`src/rtl/light_pkg.sv`:
```
// Shared types and constants for the stand-light brightness sequencer.
// Holds the FSM state encoding and the level-to-duty lookup.
package light_pkg;

    typedef enum logic [1:0] {
        StOff  = 2'd0,
        StRamp = 2'd1,
        StHold = 2'd2
    } light_state_e;

    localparam int unsigned NUM_LEVELS = 5;
    localparam int unsigned LEVEL_W    = 3;
    localparam int unsigned DUTY_W     = 10;

    localparam logic [LEVEL_W-1:0] LEVEL_MAX = LEVEL_W'(NUM_LEVELS - 1);
    localparam logic [DUTY_W-1:0]  DUTY_MAX  = 10'd1023;

    function automatic logic [DUTY_W-1:0] level_duty(input logic [LEVEL_W-1:0] level);
        logic [DUTY_W-1:0] duty;
        duty = '0;
        case (level)
            3'd1:    duty = 10'd128;
            3'd2:    duty = 10'd384;
            3'd3:    duty = 10'd640;
            3'd4:    duty = DUTY_MAX;
            default: duty = '0;
        endcase
        return duty;
    endfunction

endpackage

```
`src/rtl/pwm_gen.sv`:
```
// LED PWM: a clock-enable prescaler steps a 0..1022 counter; output is
// registered (counter < duty), so duty 1023 is always on and duty 0 always off.
module pwm_gen
    import light_pkg::*;
#(
    parameter int unsigned PWM_DIV = 100
) (
    input  logic              i_clk,
    input  logic              i_reset,
    input  logic [DUTY_W-1:0] i_duty,
    output logic              o_pwm
);

    localparam int unsigned DivW = (PWM_DIV > 1) ? $clog2(PWM_DIV) : 1;
    localparam logic [DivW-1:0]   DivLast = DivW'(PWM_DIV - 1);
    localparam logic [DUTY_W-1:0] CntLast = 10'd1022;

    logic [DivW-1:0]   div_q, div_d;
    logic [DUTY_W-1:0] cnt_q, cnt_d;
    logic              pwm_q, pwm_d;
    logic              pwm_en;

    always_comb begin
        pwm_en = (div_q == DivLast);
        div_d  = pwm_en ? '0 : div_q + 1'b1;
        cnt_d  = cnt_q;
        if (pwm_en) begin
            cnt_d = (cnt_q == CntLast) ? '0 : cnt_q + 1'b1;
        end
        pwm_d = (cnt_q < i_duty);
    end

    always_ff @(posedge i_clk) begin
        if (i_reset) begin
            div_q <= '0;
            cnt_q <= '0;
            pwm_q <= 1'b0;
        end else begin
            div_q <= div_d;
            cnt_q <= cnt_d;
            pwm_q <= pwm_d;
        end
    end

    assign o_pwm = pwm_q;

endmodule

```
`src/rtl/light_fade_ctrl.sv`:
```
// Brightness sequencer: button pulses pick a level, the duty ramps toward the
// level's target on ramp ticks, and an idle timer fades the light out from HOLD.
module light_fade_ctrl
    import light_pkg::*;
#(
    parameter int unsigned PWM_DIV  = 100,
    parameter int unsigned RAMP_DIV = 100_000,
    parameter int unsigned STEP     = 8,
    parameter int unsigned TIMEOUT  = 600_000
) (
    input  logic               i_clk,
    input  logic               i_reset,
    input  logic               i_btn_up,
    input  logic               i_btn_down,
    input  logic               i_btn_off,
    output logic               o_light_led,
    output logic [LEVEL_W-1:0] o_level,
    output logic [DUTY_W-1:0]  o_duty,
    output logic [1:0]         o_state
);

    localparam int unsigned RampW = (RAMP_DIV > 1) ? $clog2(RAMP_DIV) : 1;
    localparam int unsigned IdleW = $clog2(TIMEOUT + 1);
    localparam logic [RampW-1:0]  RampLast    = RampW'(RAMP_DIV - 1);
    localparam logic [IdleW-1:0]  IdleTimeout = IdleW'(TIMEOUT);
    localparam logic signed [10:0] StepS      = $signed(11'(STEP));

    light_state_e       state_q, state_d, state_btn;
    logic [LEVEL_W-1:0] level_q, level_d;
    logic [DUTY_W-1:0]  duty_q, duty_d;
    logic [RampW-1:0]   ramp_cnt_q, ramp_cnt_d;
    logic [IdleW-1:0]   idle_q, idle_d, idle_inc;

    logic               ramp_tick;
    logic               any_btn;
    logic [DUTY_W-1:0]  target;
    logic signed [10:0] diff;
    logic signed [10:0] stepped;
    logic [DUTY_W-1:0]  duty_next;

    always_comb begin
        ramp_tick  = (ramp_cnt_q == RampLast);
        ramp_cnt_d = ramp_tick ? '0 : ramp_cnt_q + 1'b1;
        any_btn    = i_btn_up | i_btn_down | i_btn_off;

        level_d = level_q;
        duty_d  = duty_q;
        idle_d  = idle_q;

        // Buttons resolve first so a coincident ramp tick steps toward the new target.
        if (i_btn_off) begin
            level_d = '0;
        end else if (i_btn_up) begin
            level_d = (level_q == LEVEL_MAX) ? level_q : level_q + 1'b1;
        end else if (i_btn_down) begin
            level_d = (level_q == '0) ? level_q : level_q - 1'b1;
        end

        state_btn = state_q;
        if (i_btn_off || (level_d != level_q)) begin
            state_btn = StRamp;
        end
        state_d = state_btn;

        target = level_duty(level_d);
        diff   = $signed({1'b0, target}) - $signed({1'b0, duty_q});
        if (diff > StepS) begin
            stepped = $signed({1'b0, duty_q}) + StepS;
        end else if (diff < -StepS) begin
            stepped = $signed({1'b0, duty_q}) - StepS;
        end else begin
            stepped = $signed({1'b0, target});
        end
        duty_next = stepped[10] ? '0 : stepped[9:0];

        idle_inc = idle_q + 1'b1;

        unique case (state_btn)
            StOff: begin
                duty_d = '0;
                idle_d = '0;
            end
            StRamp: begin
                idle_d = '0;
                if (ramp_tick) begin
                    duty_d = duty_next;
                    if (duty_next == target) begin
                        state_d = (level_d == '0) ? StOff : StHold;
                    end
                end
            end
            StHold: begin
                if (any_btn) begin
                    idle_d = '0;
                end else if (ramp_tick) begin
                    if (idle_inc == IdleTimeout) begin
                        idle_d  = '0;
                        level_d = '0;
                        state_d = StRamp;
                    end else begin
                        idle_d = idle_inc;
                    end
                end
            end
            default: begin
                state_d = StOff;
                level_d = '0;
                duty_d  = '0;
                idle_d  = '0;
            end
        endcase
    end

    always_ff @(posedge i_clk) begin
        if (i_reset) begin
            state_q    <= StOff;
            level_q    <= '0;
            duty_q     <= '0;
            ramp_cnt_q <= '0;
            idle_q     <= '0;
        end else begin
            state_q    <= state_d;
            level_q    <= level_d;
            duty_q     <= duty_d;
            ramp_cnt_q <= ramp_cnt_d;
            idle_q     <= idle_d;
        end
    end

    pwm_gen #(
        .PWM_DIV (PWM_DIV)
    ) u_pwm_gen (
        .i_clk   (i_clk),
        .i_reset (i_reset),
        .i_duty  (duty_q),
        .o_pwm   (o_light_led)
    );

    assign o_level = level_q;
    assign o_duty  = duty_q;
    assign o_state = state_q;

endmodule
```
`config.mk`:
```
export PLATFORM = sky130hd
export DESIGN_NAME = light_fade_ctrl
export DESIGN_NICKNAME = d
export VERILOG_FILES = /design/src/rtl/light_pkg.sv /design/src/rtl/pwm_gen.sv /design/src/rtl/light_fade_ctrl.sv
export SDC_FILE = /design/constraint.sdc
export NUM_CORES = 1
export LEC_CHECK = 0
export CORE_UTILIZATION = 45
export DETAILED_ROUTE_END_ITERATION = 16
export GPL_TIMING_DRIVEN = 1
export PLACE_DENSITY = 0.61
export SLEW_MARGIN = 25
export SYNTH_ARGS = -nofsm -noshare
export SYNTH_HDL_FRONTEND = slang
export SYNTH_SLANG_ARGS = --single-unit
export TNS_END_PERCENT = 10
```
`constraint.sdc`:
```
create_clock -name i_clk -period 16.4 [get_ports i_clk]
set_input_delay 3.28 -clock i_clk [delete_from_list [all_inputs] [get_ports i_clk]]
set_output_delay 3.28 -clock i_clk [all_outputs]
set_load 0.01 [all_outputs]
```
Yosys cells after proc, flatten, opt, wreduce, memory -nomap -nowiden:

Cells that the tools add are included.

* register bits: 70
* output and inout bits: 16
* logic and storage cells: 71

* bitwise operators: 3
* reduce and logical (&&, ||, !) cells: 9
* add/sub/neg operators: 9
* equal/unequal tests: 14
* multiplexer cells: 25
* magnitude comparators: 3

Operator list (number)
* 10-bit case mux with 4 select lines: 1
* 10-bit 2-to-1 mux: 3
* 3-bit 2-to-1 mux: 8
* 11-bit 2-to-1 mux: 2
* 20-bit by 1-bit adder with 20-bit output, second input constant: 1
* 20-bit equality test, second input constant: 1
* 20-bit 2-to-1 mux: 1
* 10-bit case mux with 2 select lines: 1
* 17-bit by 1-bit adder with 17-bit output, second input constant: 1
* 17-bit equality test, second input constant: 1
* 2-bit 2-to-1 mux: 7
* 10-bit by 4-bit adder with 11-bit output, second input constant: 1
* 11-bit by 5-bit > comparator with 1-bit output, second input constant: 1
* 11-bit by 4-bit less-than comparator with 1-bit output, second input constant: 1
* 10-bit by 10-bit subtractor with 11-bit output: 1
* 10-bit by 4-bit subtractor with 11-bit output, second input constant: 1
* 10-bit by 1-bit adder with 10-bit output, second input constant: 1
* 10-bit equality test: 1
* 10-bit equality test, second input constant: 1
* 10-bit less-than comparator: 1
* 7-bit by 1-bit adder with 7-bit output, second input constant: 1
* 7-bit equality test, second input constant: 1
* 3-bit by 2-bit equality test with 1-bit output, second input constant: 2
* 3-bit equality test, second input constant: 2
* other kinds (17): 21

Logic depth before layout (Yosys ltp):

* depth after elaboration: 16
* depth in mapped cells: 23

Modules after synthesis:

A second synthesis with hierarchy kept.

* cells, all modules: 682
* area total of the unflattened synthesis: 5101.1 sq um

Modules (own cells, without submodules)
* light_fade_ctrl: cells an instance 564, seq. area each 1041.0 sq um, area an instance 4092.7 sq um, times used 1
* pwm_gen: cells an instance 118, seq. area each 360.3 sq um, area an instance 1008.5 sq um, times used 1

Worst setup path before layout:

No wires, ideal clock.

* path type: input to register
* from: in i_btn_up
* to: reg state_q[0] (netlist: o_state[0])
* arrival time: 7.718 ns
* library setup time: 0.114 ns
* stages: 18
* required time: 16.286 ns
* setup slack: 8.568 ns
* cell sequence: clkbuf_1 -> nor3_1 -> a211oi_1 -> a211oi_1 -> nand3_1 -> inv_1 -> ha_1 -> a21o_1 -> a2111oi_0 -> a211o_1 -> nor2_1 -> nor4b_2 -> a21oi_2 -> a221o_1 -> or3_1 -> o211ai_1 -> nand3_1 -> a21o_1

* cells in the longest elaborated chain, start to end: 13

RTL lines
* start, declared: line light_fade_ctrl.sv:13 `input logic i_btn_up,`
* 3-bit 2-to-1 mux: line light_fade_ctrl.sv:53 `end else if (i_btn_up) begin`
* 3-bit 2-to-1 mux: line light_fade_ctrl.sv:51 `if (i_btn_off) begin`
* 3-bit equality test, or another cell as far along: line light_pkg.sv:21 `case (level)`
* 10-bit case mux with 4 select lines: line light_pkg.sv:21
* 10-bit by 10-bit subtractor with 11-bit output: line light_fade_ctrl.sv:66 `diff = $signed({1'b0, target}) - $signed({1'b0, duty_q});`
* 11-bit by 4-bit less-than comparator with 1-bit output: line light_fade_ctrl.sv:69 `end else if (diff < -StepS) begin`
* 11-bit 2-to-1 mux: line light_fade_ctrl.sv:69
* 11-bit 2-to-1 mux: line light_fade_ctrl.sv:67 `if (diff > StepS) begin`
* 10-bit 2-to-1 mux: line light_fade_ctrl.sv:74 `duty_next = stepped[10] ? '0 : stepped[9:0];`
* 10-bit equality test: line light_fade_ctrl.sv:87 `if (duty_next == target) begin`
* 2-bit 2-to-1 mux: line light_fade_ctrl.sv:87
* 2-bit 2-to-1 mux: line light_fade_ctrl.sv:85 `if (ramp_tick) begin`
* 2-bit case mux with 3 select lines *: line light_fade_ctrl.sv:78 `unique case (state_btn)`
* end signal, assigned: line light_fade_ctrl.sv:116 `state_q <= StOff;`
* end signal, assigned: line light_fade_ctrl.sv:122 `state_q <= state_d;`
* end, declared: line light_fade_ctrl.sv:28 `light_state_e state_q, state_d, state_btn;`

Mark *: on every way between the ends. The rest lies on a longest branch, timed or not.
A chain may end at the register's enable or synchronous reset.

Worst setup path in the final report:

Same ends and word-level chain as after synthesis.

==> impl_metrics.py <==
metrics = {
    "final_layout": {
        "design_area_um2": 5346,
        "multi_input_area_um2": 3256,
        "syn2layout_area_growth_pct": 10.58,
        "num-nets-final": 684,
        "fillerInstances": 1041,
        "instances_no_fill": 790,
        "seqCellArea_um2": 1401,
        "drive_above_1_share_pct": 5.505,
        "n_antenna_cell": 0,
    },
    "global_route": {
        "grt_max_degree": 22,
        "grt_overflow": 0,
        "antenna_found_initial": 0,
        "gr-usage-all-layers_pct": 22.42,
        "grt_pass1_vias": 4194,
        "grt_pass1_wl_mm": 20.20,
    },
    "setup_path": {
        "start_kind": "input port",
        "cp_slowest_stage_delay_ns": 0.68,
        "required_ns": 16.65,
        "crit_arrival_ns": 9.06,
        "slowest_stage": "a211oi_1",
        "crit_path_cell_trace": "clkdlybuf4s50_1 -> nor3_1 -> a211oi_1 -> a211oi_1 -> nand3_1 -> inv_1 -> ha_1 -> o21ai_1 -> or4b_1 -> nand4_1 -> or4b_4 -> a211oi_4 -> nor3_1 -> a221o_1 -> or3_1 -> o211ai_1 -> nand3_1 -> a21o_1",
        "cp-end-kind": "flop",
        "path_max_fanout": 12,
        "crit_type": "input port to flop",
        "rrSetupSlack_ns": 10.44,
    },
    "place": {
        "dp_slack_ns": 7.283,
        "placedCellCount": 774,
        "hpwlAfterDp_mm": 8.521,
        "gp_congestion": 0.8982,
        "placed_area_um2": 5141,
        "place.port_buffers": 20,
    },
    "drt": {
        "post-route-drc-count": 0,
        "drt-pass1-iter-count": 7,
        "drtIter0Drc": 315,
        "vias": 4545,
        "wl_per_cell_um": 14.95,
        "drt-total-wl_mm": 11.81,
        "drtAntennaViolNets": 0,
        "routed_via_density": 5.753,
    },
    "pwr": {
        "total_power_mw": 0.4023,
        "ir_drop_mv": 0.04755,
        "powerDensity_nw_per_um2": 75.24,
        "leakage_nw": 1.870,
    },
    "floorplanning": {
        "die_h_um": 105.7,
        "initial_utilization_pct": 46.62,
        "die_area_um2": 11160,
        "fp-row-count": 37,
        "core_um2": 10370,
        "io_pins": 21,
        "fp.dieW_um": 105.7,
    },
    "synthesis": {
        "syn_nets": 672,
        "yosys_warnings": 0,
        "synth_top_area_share_pct": 28.99,
        "yosys.area.top_type": "dfxtp_1",
        "synthDistinctLibCells": 69,
        "syn_inst": 637,
        "ys_seq_area_share_pct": 28.99,
        "syn_area_per_cell_um2": 7.590,
        "synth.area.top_cells": "dfxtp_1 (29%), ha_1 (7.5%), nor2_1 (6.1%), nand2_1 (5.0%), xnor2_1 (4.2%)",
        "synth_edf_count": 0,
        "synthArstFlopShare_pct": 0,
        "ys.flop_type": "dfxtp_1",
        "synth_seq_cells": 70,
        "syn-cell-area_um2": 4835,
    },
    "sta": {
        "setup_tns_ns": 0,
        "setup_violations": 0,
        "grt_setup_unrepaired": "no",
        "fmax_mhz": 113.6,
        "fin_crit_sh_pct": 53.67,
        "min_period_ns": 8.801,
        "hold_viol_final": 0,
        "drv_slew": 0,
        "worst_pin_slew_ns": 0.8211,
        "finClkSkew_ns": 0.007975,
        "setup_ws_ns": 7.599,
        "max_slew_margin_pct": 44.54,
    },
    "clock_network": {
        "cts_sinks": 70,
        "cts_buffers": 9,
        "holdBufCountCts": 0,
        "postCtsSetupRepairBufs": 0,
        "cts_resized": 0,
        "clkLatencyLatePin_ns": 0.35,
        "clock-root-buffer": "clkbuf_8",
        "clk_path_buf_depth": 2,
        "clkTransAtPathRegs_ns": 0.08,
        "cts_tree": "yes",
        "htreeDepth": 3,
    },
    "job": {
        "cap_viol_max_count": 0,
    },
    "worst_hold_path": {
        "hold_path_class": "flop to flop",
    },
    "run_status": {
        "status": "finished, final reports clean",
    },
}
[placed cells by master (no fill, tap or decap), drive strengths merged, types with 13 or more instances in the layout]
master / n
a21oi: 41
and3: 13
clkdlybuf4s50: 20
dfxtp: 70
ha: 29
inv: 29
nand2: 65
nand3: 31
nor2: 78
nor3: 26
o21ai: 36
or3: 15
xnor2: 23
xor2: 20
[report_power, final]
part | internal (mW) | switching [mW] | leakage, nW | total, mW
clock network | 0.0748 | 0.0695 | 0.104 | 0.144
registers | 0.172 | 0.00157 | 0.565 | 0.173
logic | 0.0321 | 0.0528 | 1.20 | 0.0849
[cells by family (layout without fill, tap and decap cells)]
| logic type | count (synthesis) | count (layout) | synth area share [%] |
|---|---|---|---|
| compound gates | 137 | 137 | 18.61 |
| simple gates | 307 | 307 | 32.40 |
| fa+ha+maj | 30 | 30 | 7.919 |
| buf+inv | 49 | 66 | 3.934 |
| xor+xnor | 43 | 43 | 7.945 |
| flops | 70 | 70 | 28.99 |
| mux | 1 | 1 | 0.2070 |
[flip-flops by register name, indices dropped and copies added, names as in the netlist]
name	flops
o_state	2
u_pwm_gen.cnt_q	10
u_pwm_gen.o_pwm	1
idle_q	20
o_level	3
u_pwm_gen.div_q	7
ramp_cnt_q	17
o_duty	10
[worst paths after layout]
kind	startpoint	cells past startpoint	end
max	i_btn_up	18	o_state[0]
max reg2reg	o_level[1]	19	o_state[0]
min reg2reg	u_pwm_gen.div_q[0]	1	u_pwm_gen.div_q[0]
min	u_pwm_gen.div_q[0]	1	u_pwm_gen.div_q[0]
[critical path: cells and delay by family]
family                     cells  cell delay (ns)
and+or+nand+nor                8             2.28
buffers and inverters          2             0.98
adders and majority gates      1             0.33
AOI/OAI and AO/OA              7             2.17
[layout make-up]
type | count | area share (%)
Clock inverter | 5 | 1.077
Multi-Input combinational cell | 518 | 60.89
Timing Repair Buffer | 22 | 4.025
Inverter | 28 | 1.966
Clock buffer | 11 | 2.645
Sequential cell | 70 | 26.21
Tap cell | 136 | 3.183
[metal layers]
| layer | vias to the layer above | global-route usage, % | part of all wire [%] |
|---|---|---|---|
| li1 | 2294 | - | - |
| met1 | 2135 | 31.45 | 50 |
| met2 | 106 | 34.97 | 44 |
| met3 | 10 | 4.329 | 4.8 |
| met4 | 0 | 6.052 | 1.0 |
| met5 | - | 0 | 0 |
[through the flow]
stage	hold slack, ns	utilization (%)
6_report	0.4458	51.56
5_1_grt	0.4730	51.56
4_1_cts	0.4487	51.50
3_5_place_dp	0.4325	49.58
3_3_place_gp	0.4268	49.58
2_1_floorplan	0.4132	-
[synth_stat cells (3+ instances only)]
master,instances
a21o_1,11
or4_1,6
a21oi_1,40
clkbuf_1,18
and2_1,11
or2_2,5
nand2b_1,11
a211o_1,3
nor2_1,78
nor4b_1,3
ha_1,29
nand4_1,11
o21ai_0,31
a31oi_1,4
nand4b_1,5
nand3b_1,3
and3_1,13
a211oi_1,4
nand2_1,65
a22oi_1,3
nor2b_1,3
or3_1,15
inv_1,28
nor3_1,26
nor3b_1,3
xor2_1,19
nand3_1,31
nor4_1,7
o211ai_1,4
o21ai_1,5
dfxtp_1,70
o21bai_1,3
xnor2_1,23
No activity file was read; power rests on OpenSTA's default activity.
